==> config.mk <==
export PLATFORM = sky130hd
export DESIGN_NAME = block_xfer_sequencer
export DESIGN_NICKNAME = d
export VERILOG_FILES = /design/src/rtl/block_xfer_sequencer.sv
export SDC_FILE = /design/constraint.sdc
export NUM_CORES = 1
export LEC_CHECK = 0
export BUFFER_PORTS_ARGS = -buffer_cell sky130_fd_sc_hd__clkbuf_2
export CAP_MARGIN = 0
export CELL_PAD_IN_SITES_DETAIL_PLACEMENT = 1
export CELL_PAD_IN_SITES_GLOBAL_PLACEMENT = 1
export CORE_MARGIN = 4
export CORE_UTILIZATION = 40
export CTS_BUF_LIST = sky130_fd_sc_hd__clkbuf_4
export CTS_CLUSTER_DIAMETER = 50
export DETAILED_ROUTE_END_ITERATION = 10
export HOLD_SLACK_MARGIN = 0.12
export PLACE_DENSITY = 0.92
export REMOVE_ABC_BUFFERS = 1
export SYNTH_ARGS = -nofsm -noshare
export SYNTH_HDL_FRONTEND = slang
export SYNTH_SLANG_ARGS = --single-unit
==> constraint.sdc <==
create_clock -name clock -period 8.7 [get_ports clock]
set_input_delay 0.87 -clock clock [delete_from_list [all_inputs] [get_ports clock]]
set_output_delay 0.87 -clock clock [all_outputs]
set_load 0.1 [all_outputs]
==> src/rtl/block_xfer_sequencer.sv <==
// LDM/STM block-transfer sequencer: walks a 16-bit register list, one memory beat per register.
// Optional mem_abort/aborted handshake is built when BLOCK_XFER_ABORT_EN is defined.
module block_xfer_sequencer #(
   parameter int DATA_W = 32,
   parameter int ADDR_W = 32
) (
   input  logic              clock,
   input  logic              reset,
   input  logic              start,
   input  logic              is_load,
   input  logic [15:0]       reg_list,
   input  logic [3:0]        base_reg,
   input  logic [ADDR_W-1:0] base_addr,
   input  logic              up,
   input  logic              pre,
   input  logic              wback,
   output logic [3:0]        read_reg_num,
   output logic              reg_read,
   input  logic [DATA_W-1:0] read_data,
   output logic [3:0]        write_reg,
   output logic [DATA_W-1:0] write_data,
   output logic              regwrite,
   output logic              mem_req,
   output logic              mem_write,
   output logic [ADDR_W-1:0] mem_addr,
   output logic [DATA_W-1:0] mem_wdata,
   input  logic [DATA_W-1:0] mem_rdata,
   input  logic              mem_ack,
`ifdef BLOCK_XFER_ABORT_EN
   input  logic              mem_abort,
   output logic              aborted,
`endif
   output logic              busy,
   output logic              done
);

   typedef enum logic [2:0] {S_IDLE, S_SETUP, S_XFER, S_WB, S_DONE} state_t;

   state_t            state_q, state_d;
   logic [15:0]       list_q;
   logic [ADDR_W-1:0] base_q, addr_q, final_base_q;
   logic [3:0]        base_reg_q;
   logic              is_load_q, up_q, pre_q, wback_q, wb_en_q;

   logic [3:0]        cur_reg;
   logic [15:0]       list_rest;
   logic [ADDR_W-1:0] span;
   logic              abort_hit, beat_ack;

   function automatic logic [4:0] popcount16(input logic [15:0] v);
      logic [4:0] n;
      n = '0;
      for (int i = 0; i < 16; i++) n = n + 5'(v[i]);
      return n;
   endfunction

   function automatic logic [3:0] lowest_set(input logic [15:0] v);
      logic [3:0] r;
      r = '0;
      for (int i = 15; i >= 0; i--) if (v[i]) r = 4'(i);
      return r;
   endfunction

   assign cur_reg   = lowest_set(list_q);
   assign list_rest = list_q & (list_q - 16'd1);
   assign span      = ADDR_W'(popcount16(list_q)) << 2;

`ifdef BLOCK_XFER_ABORT_EN
   logic abort_q;
   // An abort wins over an ack in the same cycle, so the beat is never committed.
   assign abort_hit = mem_abort && (state_q == S_XFER);
`else
   assign abort_hit = 1'b0;
`endif
   assign beat_ack = (state_q == S_XFER) && mem_ack && !abort_hit;

   // NOTE: sequential state uses non-blocking assignments so every flop samples pre-edge values.
   always_ff @(posedge clock or negedge reset) begin
      if (!reset) state_q <= S_IDLE;
      else        state_q <= state_d;
   end

   // NOTE: every combinational output gets a default first, so no path can infer a latch.
   always_comb begin
      state_d = state_q;
      unique case (state_q)
         S_IDLE:  if (start) state_d = S_SETUP;
         S_SETUP: state_d = (list_q == '0) ? S_DONE : S_XFER;
         S_XFER: begin
            if (abort_hit)
               state_d = S_DONE;
            else if (mem_ack && list_rest == '0)
               state_d = wb_en_q ? S_WB : S_DONE;
         end
         S_WB:    state_d = S_DONE;
         S_DONE:  state_d = S_IDLE;
         default: state_d = S_IDLE;
      endcase
   end

   always_ff @(posedge clock or negedge reset) begin
      if (!reset) begin
         list_q       <= '0;
         base_q       <= '0;
         addr_q       <= '0;
         final_base_q <= '0;
         base_reg_q   <= '0;
         is_load_q    <= 1'b0;
         up_q         <= 1'b0;
         pre_q        <= 1'b0;
         wback_q      <= 1'b0;
         wb_en_q      <= 1'b0;
      end else begin
         unique case (state_q)
            S_IDLE: if (start) begin
               list_q     <= reg_list;
               base_q     <= base_addr;
               base_reg_q <= base_reg;
               is_load_q  <= is_load;
               up_q       <= up;
               pre_q      <= pre;
               wback_q    <= wback;
            end
            S_SETUP: begin
               // Lowest register always sits at the lowest address, whatever the direction.
               unique case ({up_q, pre_q})
                  2'b10:   addr_q <= base_q;
                  2'b11:   addr_q <= base_q + ADDR_W'(4);
                  2'b00:   addr_q <= base_q - span + ADDR_W'(4);
                  default: addr_q <= base_q - span;
               endcase
               final_base_q <= up_q ? base_q + span : base_q - span;
               wb_en_q      <= wback_q && !(is_load_q && list_q[base_reg_q]);
            end
            S_XFER: if (beat_ack) begin
               list_q <= list_rest;
               addr_q <= addr_q + ADDR_W'(4);
            end
            default: ;
         endcase
      end
   end

`ifdef BLOCK_XFER_ABORT_EN
   always_ff @(posedge clock or negedge reset) begin
      if (!reset)                  abort_q <= 1'b0;
      else if (abort_hit)          abort_q <= 1'b1;
      else if (state_q == S_DONE)  abort_q <= 1'b0;
   end
   assign aborted = (state_q == S_DONE) && abort_q;
`endif

   always_comb begin
      read_reg_num = '0;
      reg_read     = 1'b0;
      write_reg    = '0;
      write_data   = '0;
      regwrite     = 1'b0;
      mem_req      = 1'b0;
      mem_write    = 1'b0;
      mem_addr     = '0;
      mem_wdata    = '0;
      unique case (state_q)
         S_XFER: begin
            mem_req   = 1'b1;
            mem_addr  = addr_q;
            mem_write = !is_load_q;
            if (!is_load_q) begin
               reg_read     = 1'b1;
               read_reg_num = cur_reg;
               mem_wdata    = read_data;
            end else if (beat_ack) begin
               regwrite   = 1'b1;
               write_reg  = cur_reg;
               write_data = mem_rdata;
            end
         end
         S_WB: begin
            regwrite   = 1'b1;
            write_reg  = base_reg_q;
            write_data = DATA_W'(final_base_q);
         end
         default: ;
      endcase
   end

   assign busy = (state_q != S_IDLE);
   assign done = (state_q == S_DONE);

endmodule

# Word-level counts from Yosys, hierarchy flattened
# Index checks and enable logic that the tools add are counted.
word_totals:
  register_bits: 124
  inputBits: 124
  output_inout_bits: 110
  word_cells: 108
op_classes:
  addsub: 21
  n_lt_le_gt_ge: 1
  n_eq_ne: 9
  n_mux: 48
  n_bitwise: 1
  n_reduce_logical: 17
op_table:
  columns: ["cell", "n"]
  rows:
  - ["$mux 32", 7]
  - ["$pmux 32 s2", 2]
  - ["$add 32x3->32 const B", 3]
  - ["$pmux 32 s3", 1]
  - ["$mux 4", 20]
  - ["$add 5x1->5", 11]
  - ["$add 32x7->32", 1]
  - ["$logic_not 16->1", 2]
  - ["$mux 16", 2]
  - ["$pmux 16 s2", 1]
  - ["$sub 32x7->32", 1]
  - ["$and 16x16->16", 1]
  - ["$sub 16x1->16 const B", 1]
  - ["$mux 3", 4]
  - ["$pmux 3 s4", 1]
  - ["$pmux 4 s2", 1]
  - ["$mux 1", 7]
  - ["$eq 3x2->1 const B", 2]
  - ["$reduce_and 2->1", 3]
  - ["$add 4x1->5", 1]
  - ["$lt 4x5->1 const B", 1]
  - ["$add 3x1->4", 1]
  - ["$bmux 1 s4", 1]
  - ["$eq 2x2->1 const B", 2]
  - ["other kinds (14)", 20]

# Longest topological paths before layout
depth:
  depth_word: 19
  ltp_mapped: 24
  mapped_depth_nobuf: 22

# Worst setup path before layout
# OpenSTA, ideal clock, no wires.
synth_path:
  kind: "reg-to-reg"
  from: "register list_q[0]"
  to: "register addr_q[29]"
  setup_ps: 95
  t_arrival_ps: 6331
  t_required_ps: 8605
  path_slack_ps: 2273
  stages_incl_launch_ff: 22
  n_path_buf: 2
  synth_period_minus_slack_ps: 6427
  path_cell_list: "dfrtp_1 -> inv_1 -> fa_1 -> fa_1 -> fa_1 -> fa_1 -> inv_1 -> ha_1 -> fa_1 -> a21o_1 -> and2_1 -> ha_1 -> clkbuf_1 -> nor2b_1 -> or4_1 -> clkbuf_1 -> or2_0 -> a221oi_4 -> o211ai_2 -> or4_1 -> o31a_1 -> o31ai_1"
synth_between:
  elab_chain_cells: 19
synth_lines:
  columns: ["element", "line", "source"]
  rows:
  - ["start: declaration", "40", "logic [15:0] list_q;"]
  - ["start signal: assignment", "116", "list_q <= reg_list;"]
  - ["start signal: assignment", "136", "list_q <= list_rest;"]
  - ["$add 1x1->2 *", "53", "for (int i = 0; i < 16; i++) n = n + 5'(v[i]);"]
  - ["$add 2x1->3 *", "53", null]
  - ["$add 3x1->4 *", "53", null]
  - ["$add 4x1->5 *", "53", null]
  - ["$add 5x1->5 * (11 in series)", "53", null]
  - ["$sub 32x7->32 *", "129, 130", null]
  - ["$add 32x3->32", "129", "2'b00: addr_q <= base_q - span + ADDR_W'(4);"]
  - ["$pmux 32 s3 *", "126", "unique case ({up_q, pre_q})"]
  - ["$pmux 32 s2 *", "114", "unique case (state_q)"]
  - ["end signal: assignment", "127", "2'b10: addr_q <= base_q;"]
  - ["end signal: assignment", "129", null]
  - ["end signal: assignment", "130", "default: addr_q <= base_q - span;"]
  - ["end: declaration", "41", "logic [ADDR_W-1:0] base_q, addr_q, final_base_q;"]
# Every way passes the cells marked *; elsewhere a longest branch is shown, timed or not.
# A chain may end at the register's enable or synchronous reset.

# Final worst setup path
layout_path:
  from: "register list_q[5]"
  to: "register addr_q[26]"
layout_between:
  elab_chain_cells: 15
layout_lines:
  columns: ["element", "line"]
  rows:
  - ["$add 5x1->5 * (11 in series)", "53"]
  - ["$sub 32x7->32 *", "129, 130"]
  - ["$add 32x3->32", "129"]
  - ["$pmux 32 s3 *", "126"]
  - ["$pmux 32 s2 *", "114"]
# Marks and branches as above.

==> metrics.csv <==
metric;value;unit
outcome;complete, no violations;
final cell count without fillers;1987;
metal3 WL;2.28;mm
worst r2r path cells;20;
root buffer cell;clkbuf_4;
crit path DAT;7.65;ns
Yosys reg bits;124;
Vias;12100;
CTS sink cnt;124;
die area;29900;um^2
FFs w/ async S/R, synth;100;%
top_reg_cell synth;dfrtp_1;
Critical Path RT;9.23;ns
Ports;234;
largest fanout on the critical path;11;
starting density of the core;40.5;%
vias in the first global route;12700;
Post-Syn Instances;1460;
row count;60;
crit-path cells;inv_1 > fa_1 > fa_1 > fa_1 > fa_1 > inv_1 > ha_1 > fa_1 > a21o_1 > and2_1 > ha_1 > nor2b_1 > or4_1 > or2_0 > a221oi_4 > o2111ai_1 > buf_4 > or3_1 > or4b_1 > nand3_1;
top layer in use;met4;
setup TNS;0;ns
Chip Width;173;um
FF-to-FF Start;list_q[5];
final hold viol count;0;
DR iter-0 viols;891;
Fill cells;3479;
Worst-Margin Slew;1.18;ns
ANT nets after route;0;
Via-to-Cell Ratio;6.10;
Port Buffer Count;233;
TritonCTS clock tree;yes;
All-Layer GR Usage;28.3;%
post_cts resized;0;
sequential-to-total area share from yosys stat;28.5;%
HPWL after DPL;32.6;mm
initial antenna violation count;1;
Min Clock Period, post-route;7.12;ns
area leader, netlist;dfrtp_1;
Synth cell types;78;
Max Slew Vio Count;0;
yosys warns;0;
WL per Instance;21.6;um
mapped cell area;10900;um^2
first-pass GRT wire length;69.6;mm
wl on met1;17.3;mm
startpoint class of the critical path;register;
CP Buf/Inv Count;3;
CTS Buf Count;17;
clk_lat worst skew;0.58;ns
Clock Pin Slew Worst Setup and Hold Paths;0.14;ns
Post-CTS Hold Buffers;0;
Pre-antenna DRT Iters;5;
RSZ-0062 raised after global routing;no;
Clock Tree Buf Depth;2;
Worst setup EP type;register;
Crit-path slowest cell;or4_1;
crit-path max cell delay;0.67;ns
Max Freq;0.140;GHz
GPL Wtd Cong;0.923;
fin crit share;81.9;%
Area Growth Syn to Fin;15.3;%
CTS HTree Levels;4;
Critical R2R Capture;addr_q[26];
met2 routed WL;21.4;mm
Die Span Y;173;um
Yosys top cell area share;28.5;%
Max Cap Viol;0;
Post-synth EDFFs;0;
fraction of layout cells with a size suffix above 1;19.0;%
most used cell, CP;fa_1;
synth top area cells;dfrtp_1, nand2_1, o21ai_0;
delay-heaviest family, CP;adder cells;
Residual DRC;0;
post-synthesis area per instance;7.45;um^2
core area;26900;um^2
largest net degree at the start of global routing;73;
clk_skew;0.0243;ns
Remaining Overflow, GRT;0;
Hold Path Class;in2async;
crit path kind;reg2reg;
Worst R2R Setup Slack;1.58;ns
post-CTS setup buffer count;0;
Max-slew headroom;20.7;%
Inst Count DP;1954;
WL final;43.0;mm
Final nets;1791;
setup violators final;0;
-- worst max-delay path by stage --
| stage | to | depth (start not counted) | startpoint |
|---|---|---|---|
| global route | addr_q[26] | 20 | list_q[5] |
| global placement | addr_q[26] | 20 | list_q[5] |
| finish | addr_q[26] | 20 | list_q[5] |
| CTS | addr_q[26] | 20 | list_q[5] |
| floorplan | addr_q[26] | 19 | list_q[0] |
| detailed placement | addr_q[26] | 20 | list_q[5] |
-- cell usage after synthesis, drive strengths merged (6+ instances only) --
cell type / count
buf: 14
a22oi: 6
fa: 12
o211ai: 6
a221oi: 7
nor3: 48
dfrtp: 124
nand3: 44
a21o: 18
or4: 18
xor2: 33
or3: 19
and3: 18
inv: 56
a31oi: 18
xnor2: 36
o31ai: 13
or2: 9
ha: 23
a21oi: 89
nand2: 242
mux2i: 11
a22o: 33
nor2b: 7
a211oi: 13
clkbuf: 90
nand2b: 8
nor2: 103
and4: 7
nor4: 33
o22ai: 24
and2: 59
o21ai: 119
nand4: 19
-- cell usage in the layout (no fill, tap or decap), drive strengths merged, types with 6 or more instances in the layout --
cell type / n
nor2: 103
a22o: 33
xnor2: 36
o31ai: 13
o21ai: 119
nor3: 48
buf: 25
a22oi: 6
or3: 19
fa: 12
or4: 18
nor2b: 7
o22ai: 24
ha: 23
a21o: 18
dfrtp: 124
a31oi: 18
inv: 59
nand3: 44
nand4: 19
clkbuf: 249
nand2b: 8
mux2i: 11
or2: 9
clkinv: 11
xor2: 33
o211ai: 6
and4: 7
and2: 59
a21oi: 89
nor4: 33
nand2: 242
and3: 18
a221oi: 7
a211oi: 13
-- cells by family after synthesis --
| family | synth area share, % |
|---|---|
| flip-flops | 28.5 |
| adder cells (fa/ha/maj) | 4.85 |
| multiplexers | 2.36 |
| AND/OR/NAND/NOR | 29.2 |
| buffers and inverters | 5.73 |
| AO/OA/AOI/OAI | 23.8 |
| XOR/XNOR | 5.56 |
-- sequential cells by signal, summed over array words and instances (netlist names) --
signal and count:
addr_q 32, base_q 32, base_reg_q 4, final_base_q 32, is_load_q 1, list_q 16, pre_q 1, state_q 3
up_q 1, wb_en_q 1, wback_q 1
-- routing by layer --
metal | vias up | track usage, %
met4 | 0 | 13.4
li1 | 5593 | -
met2 | 413 | 48.8
met1 | 5986 | 34.4
met3 | 120 | 5.23
met5 | - | 0
-- stage by stage --
step	setup slack (ns)	cell area [um^2]	utilization, %	hold slack [ns]
4_1_cts	1.63	12500	46.7	0.401
3_3_place_gp	1.86	12300	45.6	0.455
3_5_place_dp	1.67	12300	45.6	0.468
2_1_floorplan	2.17	10500	-	0.438
6_report	1.58	12500	46.7	0.366
5_1_grt	1.26	12500	46.7	0.411
-- worst register-to-register path: stages (launching register included) --
cell and delay [ns]:
dfrtp_1 0.46, inv_1 0.14, fa_1 0.60, fa_1 0.46
fa_1 0.49, fa_1 0.51, inv_1 0.05, ha_1 0.20
fa_1 0.41, a21o_1 0.19, and2_1 0.18, ha_1 0.44
nor2b_1 0.11, or4_1 0.67, or2_0 0.36, a221oi_4 0.40
o2111ai_1 0.17, buf_4 0.22, or3_1 0.42, or4b_1 0.50
nand3_1 0.09
-- final cells by class --
cell class	instances	area, um^2	share of cell area (%)
clock inverters	15	149	1.19
repair buffers	257	1350	10.8
well taps	341	427	3.40
diodes	1	2.50	0.0200
multi-input cells	1172	7160	57.1
inverters	60	225	1.80
clock buffers	17	128	1.02
flip-flops and latches	124	3100	24.7
Power is left out: the tool's default activity adds up to more than one toggle a clock period on the data nets, which glitch-free logic cannot reach.
